[src/rtl/mem_port_arbiter_if.sv]
// Bundles the fetch port, data port and memory-side signals of mem_port_arbiter.
// slave = arbiter view, master = the pipeline/memory environment driving it.
interface mem_port_arbiter_if #(
    parameter int ADDR_W = 32,
    parameter int DATA_W = 32
);
    logic              i_req_i;
    logic [ADDR_W-1:0] i_addr_i;
    logic              i_ack_o;
    logic [DATA_W-1:0] i_rdata_o;
    logic              i_stall_o;

    logic              d_req_i;
    logic              d_we_i;
    logic [ADDR_W-1:0] d_addr_i;
    logic [DATA_W-1:0] d_wdata_i;
    logic              d_ack_o;
    logic [DATA_W-1:0] d_rdata_o;
    logic              d_stall_o;

    logic              mem_req_o;
    logic              mem_we_o;
    logic [ADDR_W-1:0] mem_addr_o;
    logic [DATA_W-1:0] mem_wdata_o;
    logic              mem_ack_i;
    logic [DATA_W-1:0] mem_rdata_i;

    modport slave (
        input  i_req_i, i_addr_i,
        input  d_req_i, d_we_i, d_addr_i, d_wdata_i,
        input  mem_ack_i, mem_rdata_i,
        output i_ack_o, i_rdata_o, i_stall_o,
        output d_ack_o, d_rdata_o, d_stall_o,
        output mem_req_o, mem_we_o, mem_addr_o, mem_wdata_o
    );

    modport master (
        output i_req_i, i_addr_i,
        output d_req_i, d_we_i, d_addr_i, d_wdata_i,
        output mem_ack_i, mem_rdata_i,
        input  i_ack_o, i_rdata_o, i_stall_o,
        input  d_ack_o, d_rdata_o, d_stall_o,
        input  mem_req_o, mem_we_o, mem_addr_o, mem_wdata_o
    );
endinterface

[src/rtl/mem_port_arbiter.sv]
// Shares one single-ported memory between the fetch port and the data port.
// 3 cycles per access minimum (grant, memory, ack); a waiting port sees its stall held high.
module mem_port_arbiter #(
    parameter int ADDR_W       = 32,
    parameter int DATA_W       = 32,
    parameter int MAX_D_STREAK = 4
) (
    input  logic                  clk_i,
    input  logic                  rst_i,
    mem_port_arbiter_if.slave     bus
);
    localparam logic [1:0] IDLE   = 2'd0;
    localparam logic [1:0] BUSY_I = 2'd1;
    localparam logic [1:0] BUSY_D = 2'd2;
    localparam logic [1:0] RESP   = 2'd3;

    localparam int              SW         = (MAX_D_STREAK < 1) ? 1 : $clog2(MAX_D_STREAK + 1);
    localparam logic [SW-1:0]   STREAK_MAX = SW'(MAX_D_STREAK);
    localparam bit              GUARD_ON   = (MAX_D_STREAK != 0);

    logic [1:0]        state_q,     state_d;
    logic              mem_req_q,   mem_req_d;
    logic              mem_we_q,    mem_we_d;
    logic [ADDR_W-1:0] mem_addr_q,  mem_addr_d;
    logic [DATA_W-1:0] mem_wdata_q, mem_wdata_d;
    logic              i_ack_q,     i_ack_d;
    logic              d_ack_q,     d_ack_d;
    logic [DATA_W-1:0] i_rdata_q,   i_rdata_d;
    logic [DATA_W-1:0] d_rdata_q,   d_rdata_d;
    logic [SW-1:0]     d_streak_q,  d_streak_d;

    logic guard_hit;
    logic grant_d;
    logic grant_i;

    // The fetch port wins a contested cycle only once data has had its full streak.
    assign guard_hit = GUARD_ON && (d_streak_q == STREAK_MAX);
    assign grant_d   = bus.d_req_i && !(guard_hit && bus.i_req_i);
    assign grant_i   = bus.i_req_i && !grant_d;

    always_comb begin
        state_d     = state_q;
        mem_req_d   = mem_req_q;
        mem_we_d    = mem_we_q;
        mem_addr_d  = mem_addr_q;
        mem_wdata_d = mem_wdata_q;
        i_ack_d     = 1'b0;
        d_ack_d     = 1'b0;
        i_rdata_d   = i_rdata_q;
        d_rdata_d   = d_rdata_q;
        d_streak_d  = d_streak_q;

        case (state_q)
            IDLE: begin
                if (grant_d) begin
                    state_d     = BUSY_D;
                    mem_req_d   = 1'b1;
                    mem_we_d    = bus.d_we_i;
                    mem_addr_d  = bus.d_addr_i;
                    mem_wdata_d = bus.d_wdata_i;
                    if (!bus.i_req_i) begin
                        d_streak_d = '0;
                    end else if (d_streak_q != STREAK_MAX) begin
                        d_streak_d = d_streak_q + SW'(1);
                    end
                end else if (grant_i) begin
                    state_d     = BUSY_I;
                    mem_req_d   = 1'b1;
                    mem_we_d    = 1'b0;
                    mem_addr_d  = bus.i_addr_i;
                    mem_wdata_d = '0;
                    d_streak_d  = '0;
                end
            end
            BUSY_I: begin
                if (bus.mem_ack_i) begin
                    state_d   = RESP;
                    mem_req_d = 1'b0;
                    i_rdata_d = bus.mem_rdata_i;
                    i_ack_d   = 1'b1;
                end
            end
            BUSY_D: begin
                if (bus.mem_ack_i) begin
                    state_d   = RESP;
                    mem_req_d = 1'b0;
                    d_ack_d   = 1'b1;
                    if (!mem_we_q) begin
                        d_rdata_d = bus.mem_rdata_i;
                    end
                end
            end
            RESP: begin
                state_d = IDLE;
            end
            default: begin
                state_d   = IDLE;
                mem_req_d = 1'b0;
            end
        endcase
    end

    always_ff @(posedge clk_i or negedge rst_i) begin
        if (!rst_i) begin
            state_q     <= IDLE;
            mem_req_q   <= 1'b0;
            mem_we_q    <= 1'b0;
            mem_addr_q  <= '0;
            mem_wdata_q <= '0;
            i_ack_q     <= 1'b0;
            d_ack_q     <= 1'b0;
            i_rdata_q   <= '0;
            d_rdata_q   <= '0;
            d_streak_q  <= '0;
        end else begin
            state_q     <= state_d;
            mem_req_q   <= mem_req_d;
            mem_we_q    <= mem_we_d;
            mem_addr_q  <= mem_addr_d;
            mem_wdata_q <= mem_wdata_d;
            i_ack_q     <= i_ack_d;
            d_ack_q     <= d_ack_d;
            i_rdata_q   <= i_rdata_d;
            d_rdata_q   <= d_rdata_d;
            d_streak_q  <= d_streak_d;
        end
    end

    assign bus.mem_req_o   = mem_req_q;
    assign bus.mem_we_o    = mem_we_q;
    assign bus.mem_addr_o  = mem_addr_q;
    assign bus.mem_wdata_o = mem_wdata_q;
    assign bus.i_ack_o     = i_ack_q;
    assign bus.d_ack_o     = d_ack_q;
    assign bus.i_rdata_o   = i_rdata_q;
    assign bus.d_rdata_o   = d_rdata_q;

    // Stalls are combinational so the pipe can freeze in the same cycle the request appears.
    assign bus.i_stall_o = bus.i_req_i & ~i_ack_q;
    assign bus.d_stall_o = bus.d_req_i & ~d_ack_q;
endmodule

[src/flat_wrapper.sv]
// flat-port wrapper written by rule: the top's interface ports become plain ports
module mem_port_arbiter_flat 
#(
    parameter int ADDR_W       = 32,
    parameter int DATA_W       = 32,
    parameter int MAX_D_STREAK = 4
)
  (clk_i, rst_i, bus_i_req_i, bus_i_addr_i, bus_d_req_i, bus_d_we_i, bus_d_addr_i, bus_d_wdata_i, bus_mem_ack_i, bus_mem_rdata_i, bus_i_ack_o, bus_i_rdata_o, bus_i_stall_o, bus_d_ack_o, bus_d_rdata_o, bus_d_stall_o, bus_mem_req_o, bus_mem_we_o, bus_mem_addr_o, bus_mem_wdata_o);
  mem_port_arbiter_if #(.ADDR_W(ADDR_W), .DATA_W(DATA_W)) bus_i ();
  input  logic clk_i;
  input  logic rst_i;
  input wire logic [$bits(bus_i.i_req_i)-1:0] bus_i_req_i;
  input wire logic [$bits(bus_i.i_addr_i)-1:0] bus_i_addr_i;
  input wire logic [$bits(bus_i.d_req_i)-1:0] bus_d_req_i;
  input wire logic [$bits(bus_i.d_we_i)-1:0] bus_d_we_i;
  input wire logic [$bits(bus_i.d_addr_i)-1:0] bus_d_addr_i;
  input wire logic [$bits(bus_i.d_wdata_i)-1:0] bus_d_wdata_i;
  input wire logic [$bits(bus_i.mem_ack_i)-1:0] bus_mem_ack_i;
  input wire logic [$bits(bus_i.mem_rdata_i)-1:0] bus_mem_rdata_i;
  output wire logic [$bits(bus_i.i_ack_o)-1:0] bus_i_ack_o;
  output wire logic [$bits(bus_i.i_rdata_o)-1:0] bus_i_rdata_o;
  output wire logic [$bits(bus_i.i_stall_o)-1:0] bus_i_stall_o;
  output wire logic [$bits(bus_i.d_ack_o)-1:0] bus_d_ack_o;
  output wire logic [$bits(bus_i.d_rdata_o)-1:0] bus_d_rdata_o;
  output wire logic [$bits(bus_i.d_stall_o)-1:0] bus_d_stall_o;
  output wire logic [$bits(bus_i.mem_req_o)-1:0] bus_mem_req_o;
  output wire logic [$bits(bus_i.mem_we_o)-1:0] bus_mem_we_o;
  output wire logic [$bits(bus_i.mem_addr_o)-1:0] bus_mem_addr_o;
  output wire logic [$bits(bus_i.mem_wdata_o)-1:0] bus_mem_wdata_o;
  assign bus_i.i_req_i = bus_i_req_i;
  assign bus_i.i_addr_i = bus_i_addr_i;
  assign bus_i.d_req_i = bus_d_req_i;
  assign bus_i.d_we_i = bus_d_we_i;
  assign bus_i.d_addr_i = bus_d_addr_i;
  assign bus_i.d_wdata_i = bus_d_wdata_i;
  assign bus_i.mem_ack_i = bus_mem_ack_i;
  assign bus_i.mem_rdata_i = bus_mem_rdata_i;
  assign bus_i_ack_o = bus_i.i_ack_o;
  assign bus_i_rdata_o = bus_i.i_rdata_o;
  assign bus_i_stall_o = bus_i.i_stall_o;
  assign bus_d_ack_o = bus_i.d_ack_o;
  assign bus_d_rdata_o = bus_i.d_rdata_o;
  assign bus_d_stall_o = bus_i.d_stall_o;
  assign bus_mem_req_o = bus_i.mem_req_o;
  assign bus_mem_we_o = bus_i.mem_we_o;
  assign bus_mem_addr_o = bus_i.mem_addr_o;
  assign bus_mem_wdata_o = bus_i.mem_wdata_o;
  mem_port_arbiter #(.ADDR_W(ADDR_W), .DATA_W(DATA_W), .MAX_D_STREAK(MAX_D_STREAK)) u_core (.clk_i(clk_i), .rst_i(rst_i), .bus(bus_i));
endmodule
[config.mk]
export PLATFORM = sky130hd
export DESIGN_NAME = mem_port_arbiter_flat
export DESIGN_NICKNAME = d
export VERILOG_FILES = /design/src/rtl/mem_port_arbiter_if.sv /design/src/rtl/mem_port_arbiter.sv /design/src/flat_wrapper.sv
export SDC_FILE = /design/constraint.sdc
export NUM_CORES = 1
export LEC_CHECK = 0
export BUFFER_PORTS_ARGS = -buffer_cell sky130_fd_sc_hd__buf_4
export CORE_MARGIN = 2
export CORE_UTILIZATION = 45
export CTS_CLUSTER_DIAMETER = 120
export DETAILED_ROUTE_END_ITERATION = 16
export PLACE_DENSITY_LB_ADDON = 0.3
export SETUP_SLACK_MARGIN = 0.3
export SYNTH_ARGS = -nofsm -noshare
export SYNTH_HDL_FRONTEND = slang
export SYNTH_SLANG_ARGS = --single-unit
[constraint.sdc]
create_clock -name clk_i -period 2.2 [get_ports clk_i]
set_input_delay 0.11 -clock clk_i [delete_from_list [all_inputs] [get_ports clk_i]]
set_output_delay 0.11 -clock clk_i [all_outputs]
set_load 0.005 [all_outputs]
==> run summary <==
Status = complete, no violations
Worst-Skew Late Latency = 410 ps
RSZ-0062 raised after global routing = false
Die Width = 118 um
Num ports = 268
Syn_nets = 651
Clock Skew = 8.19 ps
Post-Syn Area = 5900 um2
Crit Path Category = register to register
Htree depth = 4
CP required = 2510 ps
Total grt overflow = 0
Max_cap viols = 0
Relative slew slack = 37.1%
Starting Density = 46.3%
Crit. End Element = register
Gr usage total = 27.3%
Largest cells by area after synthesis = dfrtp_1 (58%), mux2_2 (12%), nand2_1 (8.5%), o211ai_2 (6.4%), nand4_1 (3.4%)
Avg Cell Area, Syn = 11.6 um2
Synth-to-Final Area Change = 68.5%
Clock tree from TritonCTS = yes
Largest net degree at the start of global routing = 54
Layout cells sized above 1 = 44.7%
Final setup fails = 0
Core area = 12700 um2
Initial antenna violation count = 0
Die Area = 14000 um2
Setup crit start kind = register
DIE HEIGHT = 118 um
Synth top area share = 58.1%
Total CTS buffers = 17
Vias in the first global route = 6167
Clock root cell = clkbuf_16
Post-synthesis cell type count = 31
Fmax = 553 MHz
Synth Instances = 510
Synth Warn # = 0
Final Total Pwr = 12.8 mW
Largest area contributor in the netlist = dfrtp_1
DP HPWL = 11200 um
Power share of the combinational group = 42.5%
Sequential fraction of the synthesis area = 58.1%
I/O Buffers = 267
Pint = 8.63 mW
Residual DRC = 0
Setup TNS = 0 ps
Crit path arrival time = 2120 ps
Tcrit/Tclk final = 82.2%
Slew @ Worst Pin = 940 ps
Sequential share of power = 35.6%
Final Max Tran Viols = 0
Final WL = 19100 um
Final Critical Period = 1810 ps
Final GP Congestion = 0.806
Setup Fix Bufs, Post-CTS = 0
Detail-routed net length per standard cell = 17.7 um
Fin. Hold Viols = 0
#FFs+latches synth = 137
Leakage power = 4.77 nW
Switching power = 4.12 mW
Peak VDD IR = 0.735 mV
Post-Place Cells = 921
First-pass GRT wire length = 30400 um
Vias after detailed routing = 5687
FP Rows = 41
CTS sink cnt = 137
Crit path max fanout = 30
Drt pass-1 iters = 5
Clock power frac = 21.9%
Min-Delay Path Class = primary input to register
Clock transition at path regs = 60 ps
Pwr per Cell Area = 1280 nW/um2
Initial DRC Count = 349
Fin cells = 1079
Post-route ant nets = 0
Switch share = 32.3%
Vias per inst = 5.27
Nets = 1035
CTS Buffer Depth = 2
## flip-flops by register name, summed over array words and instances, names as in the netlist
signal	flops
u_core.bus.mem_wdata_o	32
u_core.bus.mem_we_o	1
u_core.bus.mem_req_o	1
u_core.state_q	2
u_core.bus.mem_addr_o	32
u_core.bus.d_ack_o	1
u_core.bus.i_ack_o	1
u_core.bus.i_rdata_o	32
u_core.d_streak_q	3
u_core.bus.d_rdata_o	32
## cell usage in the layout, fill, tap and decap left out, drive strengths merged
| master | Yosys | layout |
|---|---|---|
| nor2b | 4 | 4 |
| o211ai | 32 | 32 |
| a31oi | 3 | 3 |
| diode | 0 | 1 |
| o22ai | 1 | 1 |
| bufinv | 0 | 2 |
| nand4 | 32 | 32 |
| dlygate4sd3 | 0 | 126 |
| clkinvlp | 0 | 1 |
| inv | 7 | 7 |
| a31o | 1 | 1 |
| nor2 | 3 | 3 |
| nand2b | 1 | 1 |
| a21oi | 2 | 2 |
| ha | 7 | 7 |
| clkinv | 0 | 4 |
| buf | 20 | 278 |
| nand2 | 133 | 133 |
| nor3b | 1 | 1 |
| nand3 | 1 | 1 |
| mux2i | 2 | 2 |
| o21ai | 34 | 34 |
| dfrtp | 137 | 137 |
| a32o | 1 | 1 |
| clkbuf | 19 | 24 |
| mux2 | 65 | 65 |
| and2 | 2 | 2 |
| a211oi | 1 | 1 |
| o21a | 1 | 1 |
## area by class of cell
type	count	area, um2
multi-input cells	327	2260
fillers	739	2790
clock inverters	7	91.3
clock buffers	24	492
diodes	1	2.50
flip-flops and latches	137	3430
repair buffers	404	3410
inverters	7	26.3
well taps	172	215
## cells in the mapped netlist
library cell    n
ha_1            7
buf_1           1
nand4_1        32
clkbuf_2        3
nor2_1          3
a31oi_1         3
nand3_2         1
a211oi_1        1
o211ai_2       30
dfrtp_1       137
buf_6           3
o21ai_0        18
nor3b_1         1
o21ai_1        16
o21a_1          1
a31o_2          1
mux2i_1         2
buf_4           3
inv_1           7
nand2_1       133
nor2b_1         4
o22ai_1         1
a32o_1          1
and2_1          2
buf_2          13
o211ai_1        2
clkbuf_1       16
mux2_2         64
nand2b_1        1
mux2_1          1
a21oi_1         2
## power groups by stage
| stage | combinational [mW] | sequential (mW) | clock, mW |
|---|---|---|---|
| CTS | 5.36 | 4.50 | 2.83 |
| global route | 5.84 | 4.67 | 2.94 |
| floorplan | 2.30 | 4.53 | 0 |
| finish | 5.43 | 4.54 | 2.79 |
| global placement | 4.99 | 4.47 | 0 |
| detailed placement | 5.16 | 4.52 | 0 |
## what timing repair did
action | in CTS | in global routing
hold endpoints to repair | 179 | 0
gates resized for setup | 1 | 1
endpoints found under the setup margin | 3 | 40
pin swaps | 0 | 0
hold buffers | 126 | 0
gates cloned | 0 | 0
## worst paths after layout
check                                                       start                                endpoint  slack [ps]  cells past startpoint
hold reg to reg            u_core.bus.mem_wdata_o[25]$_DFFE_PN0P_  u_core.bus.mem_wdata_o[25]$_DFFE_PN0P_         480                      2
setup reg to reg                    u_core.state_q[0]$_DFFE_PN0P_    u_core.bus.mem_addr_o[0]$_DFFE_PN0P_         390                      6
setup / recovery                    u_core.state_q[0]$_DFFE_PN0P_    u_core.bus.mem_addr_o[0]$_DFFE_PN0P_         390                      6
min in group asynchronous                                   rst_i   u_core.bus.mem_addr_o[12]$_DFFE_PN0P_         240                      2
hold / removal                                   bus_d_addr_i[18]   u_core.bus.mem_addr_o[18]$_DFFE_PN0P_          10                      3
max in group asynchronous                                   rst_i     u_core.bus.d_rdata_o[8]$_DFFE_PN0P_        1300                      3
## worst max-delay path, stage by stage, from the launching register on
cell	delay, ps
dfrtp_1	410
inv_1	130
ha_1	300
o21a_4	320
buf_12	220
nand2_1	110
o211ai_1	210
## metal layers
metal	vias up	wire length, um	GRT usage, %
li1	2543	-	-
met5	-	0	0
met2	291	10100	48.9
met1	2758	6630	28.4
met4	0	1240	18.7
met3	95	1120	6.03
## through the flow
stage | instance area (um2) | setup WS, ps | utilization [%] | hold WS (ps)
6_report | 9930 | 392 | 78.1 | 13.7
5_1_grt | 9930 | 300 | 78.0 | 6.22
4_1_cts | 9920 | 302 | 78.0 | 1.15
3_5_place_dp | 8080 | 270 | 63.5 | 105
3_3_place_gp | 8080 | 331 | 63.5 | 98.0
2_1_floorplan | 5900 | 571 | - | -186
## cell families after synthesis
family | count (synthesis) | share of synthesized area (%)
flops | 137 | 58.1
mux | 67 | 12.8
compound gates | 76 | 10.7
simple gates | 177 | 13.1
fa+ha+maj | 7 | 1.49
buf+inv | 46 | 3.84
No activity file was read; power rests on OpenSTA's default activity.
